[src/rtl/delay_latency_probe.sv]
// delay_latency_probe: measures round-trip latency through an external path by
// flushing it with zeros, launching a one-cycle marker word and counting cycles
// until the marker comes back. Also reports TARGET_LAT-1-latency saturated to
// 0..15 as a compensation tap setting for a downstream delay line.
// Optional macro DELAY_LATENCY_PROBE_VERIFY_EN: run the measurement twice and
// only report done when both passes agree (err otherwise).
module delay_latency_probe #(
  parameter int DATA_WIDTH   = 32,
  parameter int CNT_WIDTH    = 8,
  parameter int TIMEOUT      = 255,
  parameter int FLUSH_CYCLES = 16,
  parameter int TARGET_LAT   = 16
) (
  input  logic                  clk,
  input  logic                  rst,
  input  logic                  start,
  input  logic [DATA_WIDTH-1:0] pattern,
  output logic [DATA_WIDTH-1:0] probe_out,
  input  logic [DATA_WIDTH-1:0] echo_in,
  output logic                  busy,
  output logic                  done,
  output logic                  err,
  output logic [CNT_WIDTH-1:0]  latency,
  output logic [3:0]            comp_delay
);

  localparam int FW = $clog2(FLUSH_CYCLES + 1);
  localparam logic [FW-1:0]        FLUSH_LAST = FW'(FLUSH_CYCLES - 1);
  localparam logic [CNT_WIDTH-1:0] TIMEOUT_C  = CNT_WIDTH'(TIMEOUT);
  localparam logic signed [CNT_WIDTH:0] TGT_M1   = (CNT_WIDTH + 1)'(TARGET_LAT - 1);
  localparam logic signed [CNT_WIDTH:0] COMP_MAX = (CNT_WIDTH + 1)'(15);

  typedef enum logic [2:0] {
    S_IDLE,
    S_FLUSH,
    S_SEND,
    S_WAIT,
    S_DONE,
    S_FAIL
  } state_t;

  state_t                 state, next_state;
  logic [DATA_WIDTH-1:0]  pat_q;
  logic [CNT_WIDTH-1:0]   cnt_q;
  logic [FW-1:0]          fcnt_q;
  logic                   match;
  logic                   accept;
  logic                   probing;

`ifdef DELAY_LATENCY_PROBE_VERIFY_EN
  logic                   pass2_q;
  logic [CNT_WIDTH-1:0]   lat1_q;
`endif

  // Compensation = TARGET_LAT-1-latency as a signed subtraction, clamped to 0..15.
  function automatic logic [3:0] sat_comp(input logic [CNT_WIDTH-1:0] lat);
    logic signed [CNT_WIDTH:0] diff;
    diff = TGT_M1 - $signed({1'b0, lat});
    if (diff[CNT_WIDTH])
      return 4'd0;
    else if (diff > COMP_MAX)
      return 4'd15;
    else
      return diff[3:0];
  endfunction

  assign match   = (echo_in == pat_q);
  assign accept  = (state == S_IDLE) && start;
  // The marker cycle itself (SEND) is already compared, so a wire loop reads 0.
  assign probing = (state == S_SEND) || (state == S_WAIT);

  // State register.
  always_ff @(posedge clk) begin
    if (rst)
      state <= S_IDLE;
    else
      state <= next_state;
  end

  // Next-state logic; a match on the timeout cycle still counts as a match.
  always_comb begin
    next_state = state;
    case (state)
      S_IDLE: begin
        if (start)
          next_state = (pattern == '0) ? S_FAIL : S_FLUSH;
      end
      S_FLUSH: begin
        if (fcnt_q == FLUSH_LAST)
          next_state = S_SEND;
      end
      S_SEND, S_WAIT: begin
        if (match) begin
`ifdef DELAY_LATENCY_PROBE_VERIFY_EN
          if (!pass2_q)
            next_state = S_FLUSH;
          else if (cnt_q == lat1_q)
            next_state = S_DONE;
          else
            next_state = S_FAIL;
`else
          next_state = S_DONE;
`endif
        end else if (cnt_q == TIMEOUT_C) begin
          next_state = S_FAIL;
        end else begin
          next_state = S_WAIT;
        end
      end
      S_DONE, S_FAIL: next_state = S_IDLE;
      default:        next_state = S_IDLE;
    endcase
  end

  // Marker latch, flush length counter and latency counter (cnt is 0 on the marker cycle).
  always_ff @(posedge clk) begin
    if (accept)
      pat_q <= pattern;
    if (state == S_FLUSH)
      fcnt_q <= fcnt_q + 1'b1;
    else
      fcnt_q <= '0;
    if (state == S_FLUSH)
      cnt_q <= '0;
    else if (probing)
      cnt_q <= cnt_q + 1'b1;
  end

`ifdef DELAY_LATENCY_PROBE_VERIFY_EN
  // First-pass bookkeeping: remember which pass we are in and its latency.
  always_ff @(posedge clk) begin
    if (rst)
      pass2_q <= 1'b0;
    else if (accept)
      pass2_q <= 1'b0;
    else if (probing && match && !pass2_q)
      pass2_q <= 1'b1;
    if (probing && match && !pass2_q)
      lat1_q <= cnt_q;
  end
`endif

  // Registered outputs, decoded from the upcoming state so they align with it.
  always_ff @(posedge clk) begin
    if (rst) begin
      probe_out  <= '0;
      busy       <= 1'b0;
      done       <= 1'b0;
      err        <= 1'b0;
      latency    <= '0;
      comp_delay <= 4'd0;
    end else begin
      probe_out <= (next_state == S_SEND) ? pat_q : '0;
      busy      <= (next_state != S_IDLE);
      done      <= (next_state == S_DONE);
      err       <= (next_state == S_FAIL);
      if (next_state == S_DONE) begin
        latency    <= cnt_q;
        comp_delay <= sat_comp(cnt_q);
      end
    end
  end

endmodule

[config.mk]
export PLATFORM = sky130hd
export DESIGN_NAME = delay_latency_probe
export DESIGN_NICKNAME = d
export VERILOG_FILES = /design/src/rtl/delay_latency_probe.sv
export SDC_FILE = /design/constraint.sdc
export NUM_CORES = 1
export LEC_CHECK = 0
export CORE_MARGIN = 2
export CORE_UTILIZATION = 40
export CTS_CLUSTER_SIZE = 8
export DETAILED_ROUTE_END_ITERATION = 8
export HOLD_SLACK_MARGIN = 0.12
export PLACE_DENSITY = 0.7
export SYNTH_ARGS = -nofsm -noshare
export SYNTH_HDL_FRONTEND = slang
export SYNTH_SLANG_ARGS = --single-unit
[constraint.sdc]
create_clock -name clk -period 6.1 [get_ports clk]
set_input_delay 1.22 -clock clk [delete_from_list [all_inputs] [get_ports clk]]
set_output_delay 1.22 -clock clk [all_outputs]
set_load 0.01 [all_outputs]
==> flow_summary_export.csv, run 1 <==
group,metric,value,unit
run_status,status,"finished, final reports clean",
die,die_area,10200,um^2
yosys,synthArstFlopShare,0,%
timing,holdWs,0.459,ns
finish,fin_util,56.4,%
yosys,syn_area,3750,um^2
finish,syn2layout_area_growth,37.7,%
critical_path,worstPathRequired,6.37,ns
clock_network,clock-sinks,95,
die,dieHeight,101,um
job,cap_violations,0,
routing,ant_nets,0,
power_and_ir_drop,powerDensity,230,nW/um^2
timing,fmax,0.315,GHz
global_routing,grt_pass1_wl,13400,um
clock_network,postCtsHoldBufs,0,
critical_path,path_max_fanout,27,
power_and_ir_drop,peakVddDrop,0.121,mV
clock_network,cts_setup_buffers,0,
timing,final-hold-violation-count,0,
die,rows,35,
critical_path,cp_cell_sequence,"clkdlybuf4s50_1, nand2b_1, nor3_2, buf_4, nand4_1, nor2_1, nand3_1, a211oi_2",
yosys,syn_inst,311,
critical_path,cp-start-kind,"primary input",
place,dp_hpwl,6360,um
die,die_w,101,um
timing,fin_crit_sh,52.0,%
timing,slew_viol_final,0,
critical_path,crit_type,"in -> reg",
routing,vias_per_cell,4.77,
yosys,synth_edf_count,32,
routing,first_pass_iters,4,
routing,num_vias,2585,
timing,tightestPinTransition,0.620,ns
clock_network,cts_resized,0,
yosys,yosys_warnings,0,
clock_network,cts_buffers,9,
power_and_ir_drop,cellLeakagePower,1.78,nW
die,coreArea,9150,um^2
timing,slew_headroom,58.6,%
clock_network,cts_tree,"done",
yosys,ys_types,41,
routing,drc,0,
routing,first_iter_violations,44,
finish,diodes,0,
die,ios,114,
yosys,synth_seq_cells,95,
timing,skew,0.00896,ns
clock_network,worstSkewPairLatency,0.36,ns
timing,rsz0062_at_grt,"no",
place,place_congestion,0.834,
clock_network,root_buffer,"clkbuf_8",
timing,setup_violations,0,
timing,finalCriticalPeriod,3.17,ns
die,start_util,40.9,%
clock_network,h-tree-depth,3,
routing,routed_wl,8340,um
global_routing,grt_use_total,17.3,%
yosys,synth_flop_cell,"dfxtp_1",
finish,drive_gt1_share,7.89,%
critical_path,worstSetupEndpointType,"register",
worst_hold_path,hold_path_class,"reg -> reg",
timing,fin_tns_setup,0,ns
global_routing,gr-total-overflow,0,
place,port_buffers,113,
yosys,seq_area_frac_synth,59.3,%
critical_path,cp_slowest_stage_delay,0.49,ns
critical_path,arrival,3.45,ns
global_routing,grt_max_degree,33,
clock_network,clk_path_buf_depth,2,
routing,wl_per_cell,15.4,um
finish,fin_nets,500,
yosys,syn_avg_cell_area,12.0,um^2
clock_network,clkSlewWorstSetupHoldPaths,0.09,ns
global_routing,grt_pass1_vias,2683,
global_routing,antenna_found_initial,0,
critical_path,slowest_stage,"clkdlybuf4s50_1",
yosys,syn-num-nets,385,
==> flip-flops by register name, indices dropped and copies added, names as in the netlist <==
name,flops
pat_q,32
cnt_q,8
state,3
latency,8
done,1
err,1
fcnt_q,5
busy,1
probe_out,32
comp_delay,4
==> layout make-up <==
class	count	area, um^2
Sequential cell	95	2220
Timing Repair Buffer	116	1150
Tap cell	111	139
Multi-Input combinational cell	198	1430
Fill cell	774	3990
Clock buffer	9	124
Clock inverter	7	70.1
Inverter	6	22.5
==> layer usage <==
metal	vias to the layer above	global-route usage, %	routed length, um
met5	-	0	0
met4	0	5.69	68
met3	6	4.16	553
met2	83	29.6	4100
met1	1200	21.4	3620
li1	1296	-	-
==> report_power, final <==
group | total (mW) | switching [mW] | internal (mW)
logic | 0.0966 | 0.0366 | 0.0601
clock network | 0.408 | 0.218 | 0.190
registers | 0.682 | 0.00986 | 0.672
==> Yosys cell counts, types with 2 or more instances <==
cell,count,share of area (%)
a21oi_1,10,1.3
and2_1,32,5.3
and3_1,2,0.33
buf_2,3,0.40
clkbuf_1,3,0.30
clkbuf_2,4,0.53
dfxtp_1,63,34
edfxtp_1,32,26
ha_1,7,2.3
inv_1,6,0.60
mux2_2,2,0.60
mux2_4,2,0.80
mux2i_1,8,2.1
nand2_1,9,0.90
nand2b_1,17,2.8
nand3_1,5,0.67
nand4_1,12,2.0
nor2_1,15,1.5
nor2b_1,5,0.84
nor3_1,6,0.80
nor4_1,8,1.3
nor4_2,3,1.0
xnor2_1,36,8.4
xor2_1,4,0.94
==> worst max-delay path, delay by kind of cell <==
family          cells  cell delay (ns)
compound gates      1             0.23
buf+inv             2             0.93
simple gates        5             1.06
==> per-stage QoR <==
stage | std cells | worst slack, ns | cell area [um^2] | total power, mW
after floorplan | 311 | 1.77 | 3750 | 0.734
after global placement | 526 | 2.51 | 4970 | 0.793
after detailed placement | 526 | 2.47 | 4970 | 0.794
after CTS | 542 | 2.85 | 5160 | 1.20
after global routing | 542 | 2.70 | 5160 | 1.23
final | 542 | 2.93 | 5160 | 1.19
==> cell families after synthesis <==
group	count (synthesis)	share of synthesized area, %
fa+ha+maj	7	2.34
compound gates	17	3.07
xor+xnor	40	9.35
buf+inv	18	2.67
simple gates	122	19.7
mux	12	3.54
flops	95	59.3
==> cells in the final DEF, fill, tap and decap left out, drive strengths merged, types with 2 or more instances in the layout <==
| cell | Yosys | routed |
|---|---|---|
| clkdlybuf4s50 | 0 | 113 |
| dfxtp | 63 | 63 |
| clkinv | 0 | 2 |
| and2 | 33 | 33 |
| inv | 6 | 8 |
| and3 | 2 | 2 |
| edfxtp | 32 | 32 |
| mux2i | 8 | 8 |
| xnor2 | 36 | 36 |
| nor2 | 16 | 16 |
| nor2b | 5 | 5 |
| nand3 | 5 | 5 |
| clkinvlp | 0 | 2 |
| clkbuf | 7 | 9 |
| xor2 | 4 | 4 |
| nor4 | 12 | 12 |
| nand2b | 17 | 17 |
| nor3 | 7 | 7 |
| buf | 5 | 3 |
| a211oi | 2 | 2 |
| mux2 | 4 | 4 |
| nand2 | 10 | 10 |
| ha | 7 | 7 |
| a21oi | 10 | 10 |
| nand4 | 12 | 12 |
==> path summary, 6_finish.rpt <==
path	from	to	slack, ns	cells past startpoint
max	start	err$_SDFF_PP0_	2.93	8
min	fcnt_q[0]$_SDFF_PN0_	fcnt_q[0]$_SDFF_PN0_	0.46	1
max reg2reg	state[0]$_SDFF_PP0_	err$_SDFF_PP0_	3.85	7
min reg2reg	fcnt_q[0]$_SDFF_PN0_	fcnt_q[0]$_SDFF_PN0_	0.46	1
Power figures use the tool's default switching activity.
==> run 2, diff against run 1 <==
--- a/config.mk
+++ b/config.mk
@@ -10,7 +10,7 @@
 export CTS_CLUSTER_SIZE = 8
 export DETAILED_ROUTE_END_ITERATION = 8
 export HOLD_SLACK_MARGIN = 0.12
-export PLACE_DENSITY = 0.7
+export PLACE_DENSITY = 0.73
 export SYNTH_ARGS = -nofsm -noshare
 export SYNTH_HDL_FRONTEND = slang
 export SYNTH_SLANG_ARGS = --single-unit
==> constraint.sdc (replaced) <==
create_clock -name clk -period 2.9 [get_ports clk]
set_input_delay 0.58 -clock clk [delete_from_list [all_inputs] [get_ports clk]]
set_output_delay 0.58 -clock clk [all_outputs]
set_load 0.01 [all_outputs]
==> flow_summary_export.csv, run 2 (synthesis results as in run 1) <==
group,metric,value,unit
finish,final_cells,544,
clock_network,clk_path_buf_depth,2,
finish,syn2layout_area_growth,37.9,%
power_and_ir_drop,switchingPower,0.587,mW
critical_path,cp_slowest_stage_delay,0.49,ns
global_routing,antenna_found_initial,0,
critical_path,reg2regPathDepth,7,
clock_network,cts_tree,"done",
clock_network,cts_buffers,9,
worst_hold_path,min_path_cells,1,
global_routing,gr-total-overflow,0,
critical_path,crit_start,"echo_in[4]",
routing,first_iter_violations,62,
critical_path,crit_type,"in -> reg",
timing,fmax,0.439,GHz
routing,drc,0,
clock_network,cts_resized,0,
global_routing,grt_max_degree,33,
die,die_area,10200,um^2
worst_hold_path,hold_path_class,"reg -> reg",
critical_path,r2r_setup_slack,0.83,ns
routing,wl_per_cell,15.9,um
routing,vias_per_cell,4.86,
finish,mostFrequentLayoutCells,"clkdlybuf4s50_1, dfxtp_1, xnor2_1",
timing,slew_viol_final,0,
worst_hold_path,hp-start,"fcnt_q[0]$_SDFF_PN0_",
power_and_ir_drop,cellLeakagePower,1.78,nW
global_routing,grt_pass1_vias,2679,
power_and_ir_drop,powerDensity,474,nW/um^2
timing,skew,0.0126,ns
clock_network,cts_setup_buffers,0,
power_and_ir_drop,p_sw_share,24.0,%
critical_path,worstSetupEndpointType,"register",
critical_path,slowest_stage,"clkdlybuf4s50_1",
clock_network,root_buffer,"clkbuf_8",
timing,tightestPinTransition,0.624,ns
clock_network,clkSlewWorstSetupHoldPaths,0.09,ns
finish,largest_registers,"pat_q x32, probe_out x32",
job,cap_violations,0,
power_and_ir_drop,power_frac_comb,8.4,%
die,ios,114,
timing,slew_headroom,58.3,%
finish,layout_commonest_cell,"clkdlybuf4s50_1",
die,die_w,101,um
die,rows,35,
die,start_util,40.9,%
die,dieHeight,101,um
worst_hold_path,hold_end,"fcnt_q[0]$_SDFF_PN0_",
routing,ant_nets,0,
power_and_ir_drop,seqPwrFrac,58.6,%
die,coreArea,9150,um^2
timing,fin_ws,0.623,ns
place,place_ws,0.232,ns
routing,routed_wl,8660,um
place,port_buffers,113,
timing,fin_tns_setup,0,ns
critical_path,path_max_fanout,7,
clock_network,clock-sinks,95,
power_and_ir_drop,peakVddDrop,0.282,mV
critical_path,arrival,2.57,ns
global_routing,grt_pass1_wl,13400,um
finish,fin_nets,502,
critical_path,cp_cell_sequence,"clkdlybuf4s50_1, xnor2_1, nand4_1, nor4_2, nand2_2, nor2_4, buf_4, mux2i_1",
routing,first_pass_iters,6,
timing,fin_crit_sh,78.5,%
place,dp_hpwl,6470,um
critical_path,reg2reg_to,"latency[1]$_SDFFE_PP0N_",
critical_path,r2r_start,"pat_q[25]$_DFFE_PP_",
clock_network,worstSkewPairLatency,0.36,ns
power_and_ir_drop,internal_power,1.86,mW
critical_path,cp-start-kind,"primary input",
timing,final-hold-violation-count,0,
place,dp_cells,528,
run_status,status,"finished, final reports clean",
timing,holdWs,0.458,ns
timing,setup_violations,0,
finish,diodes,0,
clock_network,h-tree-depth,3,
critical_path,worstPathRequired,3.19,ns
timing,rsz0062_at_grt,"no",
power_and_ir_drop,power_frac_clock,32.9,%
routing,num_vias,2645,
clock_network,postCtsHoldBufs,0,
place,place_congestion,0.852,
finish,drive_gt1_share,8.78,%
timing,finalCriticalPeriod,2.28,ns
global_routing,grt_use_total,17.4,%
run 2: changes by cell type in the layout (fill, tap and decap cells not counted):
| cell | previous run | this run |
|---|---|---|
| clkinv_1 | 2 | 0 |
| nor3_4 | 0 | 1 |
| nor3_2 | 2 | 1 |
| inv_6 | 2 | 3 |
| clkinvlp_4 | 2 | 3 |
| buf_4 | 3 | 5 |
| bufinv_16 | 1 | 0 |
| clkinv_2 | 0 | 1 |
run 2: how the worst max path moves through the flow:
stage	slack, ns	cells after the start	to
2_1_floorplan	0.25	6	err$_SDFF_PP0_
3_3_place_gp	0.29	7	comp_delay[0]$_SDFFE_PP0N_
3_5_place_dp	0.23	8	latency[1]$_SDFFE_PP0N_
4_1_cts	0.60	8	latency[1]$_SDFFE_PP0N_
5_1_grt	0.47	8	latency[1]$_SDFFE_PP0N_
6_report	0.62	8	latency[1]$_SDFFE_PP0N_
run 2: per-layer routing:
| metal | share of wire [%] | vias to the layer above | GRT usage [%] |
|---|---|---|---|
| met5 | 0 | - | 0 |
| met2 | 50 | 88 | 30.6 |
| met4 | 0.97 | 0 | 5.37 |
| met3 | 7.2 | 10 | 4.72 |
| met1 | 42 | 1244 | 20.6 |
| li1 | - | 1303 | - |
run 2: power groups by stage:
stage / clock network (mW) / registers, mW / logic [mW]
after global placement: 0 / 1.46 / 0.204
after CTS: 0.825 / 1.43 / 0.208
after global routing: 0.876 / 1.44 / 0.223
after floorplan: 0 / 1.46 / 0.0821
final: 0.806 / 1.43 / 0.206
after detailed placement: 0 / 1.47 / 0.207
run 2: critical path: cells and delay by family:
family        cells  cell delay, ns
buf+inv           2            0.72
xor+xnor          1            0.13
mux               1            0.20
simple gates      4            0.94
run 2: layout make-up:
class,instances,area [um^2]
clock buffer,9,124
multi-input combinational,198,1440
fill,780,3990
timing repair buffer,118,1170
inverter,6,22.5
tap,111,139
clock inverter,7,53.8
sequential,95,2220
run 2: per-stage QoR:
step	power (mW)	area (um^2)	util (%)
global placement	1.67	4990	54.5
detailed placement	1.67	4990	54.5
floorplan	1.54	3750	-
finish	2.45	5160	56.4
global route	2.54	5160	56.4
CTS	2.47	5160	56.4
==> run 3, diff against run 2 <==
--- a/config.mk
+++ b/config.mk
@@ -10,7 +10,7 @@
 export CTS_CLUSTER_SIZE = 8
 export DETAILED_ROUTE_END_ITERATION = 8
 export HOLD_SLACK_MARGIN = 0.12
-export PLACE_DENSITY = 0.73
+export PLACE_DENSITY = 0.7
 export SYNTH_ARGS = -nofsm -noshare
 export SYNTH_HDL_FRONTEND = slang
 export SYNTH_SLANG_ARGS = --single-unit
==> constraint.sdc (replaced) <==
create_clock -name clk -period 2.1 [get_ports clk]
set_input_delay 0.42 -clock clk [delete_from_list [all_inputs] [get_ports clk]]
set_output_delay 0.42 -clock clk [all_outputs]
set_load 0.01 [all_outputs]
==> flow_summary_export.csv, run 3 (synthesis results as in run 1) <==
group,metric,value,unit
clock_network,cts_buffers,9,
timing,skew,0.0129,ns
timing,rsz0062_at_grt,"yes",
die,die_w,101,um
clock_network,clk_path_buf_depth,2,
timing,fin_tns_setup,0,ns
finish,mostFrequentLayoutCells,"clkdlybuf4s50_1, dfxtp_1, xnor2_1",
critical_path,crit_family,"simple AND/OR/NAND/NOR gates",
routing,drc,0,
finish,syn2layout_area_growth,41.8,%
finish,fin_nets,509,
timing,fin_crit_sh,95.8,%
job,cap_violations,0,
place,placed_cell_area,5040,um^2
timing,finalCriticalPeriod,2.01,ns
place,dp_cells,534,
routing,num_vias,2634,
die,ios,114,
timing,slew_headroom,74.1,%
worst_hold_path,min_path_cells,1,
clock_network,worstSkewPairLatency,0.36,ns
timing,tightestPinTransition,0.389,ns
place,port_buffers,113,
routing,first_iter_violations,73,
critical_path,crit_buf_inv,1,
die,start_util,40.9,%
timing,setup_violations,0,
finish,final_cells,551,
finish,fillCellCount,768,
critical_path,worstSetupEndpointType,"register",
finish,drive_gt1_share,10.7,%
routing,first_pass_iters,4,
finish,fin_area,5310,um^2
global_routing,grt_pass1_vias,2648,
critical_path,path_max_fanout,7,
place,place_congestion,0.786,
timing,slew_viol_final,0,
critical_path,crit_type,"in -> reg",
global_routing,gr-total-overflow,0,
power_and_ir_drop,totalPowerFinal,3.49,mW
routing,routed_wl,8650,um
finish,diodes,0,
routing,ant_nets,0,
critical_path,arrival,2.26,ns
critical_path,r2r_setup_slack,0.09,ns
timing,fmax,0.497,GHz
global_routing,antenna_found_initial,0,
clock_network,clock-sinks,95,
critical_path,r2r_start,"pat_q[29]$_DFFE_PP_",
die,dieHeight,101,um
global_routing,grt_use_total,17.2,%
power_and_ir_drop,powerDensity,657,nW/um^2
clock_network,h-tree-depth,3,
power_and_ir_drop,peakVddDrop,0.284,mV
power_and_ir_drop,cellLeakagePower,1.92,nW
worst_hold_path,hold_end,"fcnt_q[0]$_SDFF_PN0_",
clock_network,cts_tree,"done",
critical_path,cp-start-kind,"primary input",
die,die_area,10200,um^2
die,coreArea,9150,um^2
die,rows,35,
routing,vias_per_cell,4.78,
routing,wl_per_cell,15.7,um
global_routing,grt_pass1_wl,13200,um
critical_path,reg2regPathDepth,6,
run_status,status,"finished, final reports clean",
critical_path,reg2reg_to,"comp_delay[3]$_SDFFE_PP0N_",
worst_hold_path,hp-start,"fcnt_q[0]$_SDFF_PN0_",
critical_path,cp_slowest_stage_delay,0.51,ns
worst_hold_path,hold_path_class,"reg -> reg",
place,dp_hpwl,6490,um
finish,largest_registers,"pat_q x32, probe_out x32",
critical_path,worstPathRequired,2.35,ns
timing,fin_ws,0.0877,ns
timing,final-hold-violation-count,0,
critical_path,cp_cell_sequence,"clkdlybuf4s50_1, xnor2_2, nand4_1, nor4_2, nand2_2, nor2_4, mux2_4",
critical_path,slowest_stage,"clkdlybuf4s50_1",
clock_network,clkSlewWorstSetupHoldPaths,0.09,ns
place,place_ws,-0.319,ns
finish,layout_commonest_cell,"clkdlybuf4s50_1",
clock_network,root_buffer,"clkbuf_8",
global_routing,grt_max_degree,33,
[run 3: area by class of cell]
| cell class | count | area, um^2 | share of cell area, % |
|---|---|---|---|
| inverters | 6 | 22.5 | 0.424 |
| clock inverters | 7 | 76.3 | 1.44 |
| well taps | 111 | 139 | 2.62 |
| multi-input cells | 198 | 1470 | 27.6 |
| flip-flops and latches | 95 | 2220 | 41.8 |
| clock buffers | 9 | 124 | 2.33 |
| repair buffers | 125 | 1260 | 23.8 |
[run 3: power breakdown]
group,total [mW],internal [mW],switching (mW)
sequential,1.98,1.95,0.0297
combinational,0.292,0.182,0.110
clock,1.22,0.562,0.657
total,3.49,2.69,0.797
[run 3: stage by stage]
stage               utilization, %  hold WS, ns
floorplan                        -        0.418
global placement              55.1        0.432
detailed placement            55.1        0.445
CTS                           57.3        0.467
global route                  58.0        0.481
finish                        58.0        0.463
[run 3: how the worst max path moves through the flow]
stage	depth (start not counted)	end	startpoint	slack, ns
finish	7	comp_delay[3]$_SDFFE_PP0N_	echo_in[2]	0.09
global route	7	latency[7]$_SDFFE_PP0N_	pat_q[29]$_DFFE_PP_	-0.08
detailed placement	7	comp_delay[3]$_SDFFE_PP0N_	echo_in[9]	-0.32
floorplan	6	err$_SDFF_PP0_	start	0.1
global placement	7	comp_delay[3]$_SDFFE_PP0N_	echo_in[17]	-0.30
CTS	7	comp_delay[3]$_SDFFE_PP0N_	echo_in[17]	0.05
[run 3: per-layer routing]
| metal | global-route usage [%] | wire length [um] | up-vias |
|---|---|---|---|
| met5 | 0 | 0 | - |
| met4 | 4.74 | 93 | 0 |
| met3 | 4.92 | 621 | 11 |
| met2 | 30.1 | 4210 | 89 |
| met1 | 20.6 | 3720 | 1219 |
| li1 | - | - | 1315 |
[run 3: what timing repair did]
| item | 4_1_cts | 5_1_grt |
|---|---|---|
| hold buffers | 0 | 0 |
| endpoints found under the setup margin | 0 | 13 |
| buffers inserted | 0 | 1 |
| resized for setup | 0 | 15 |
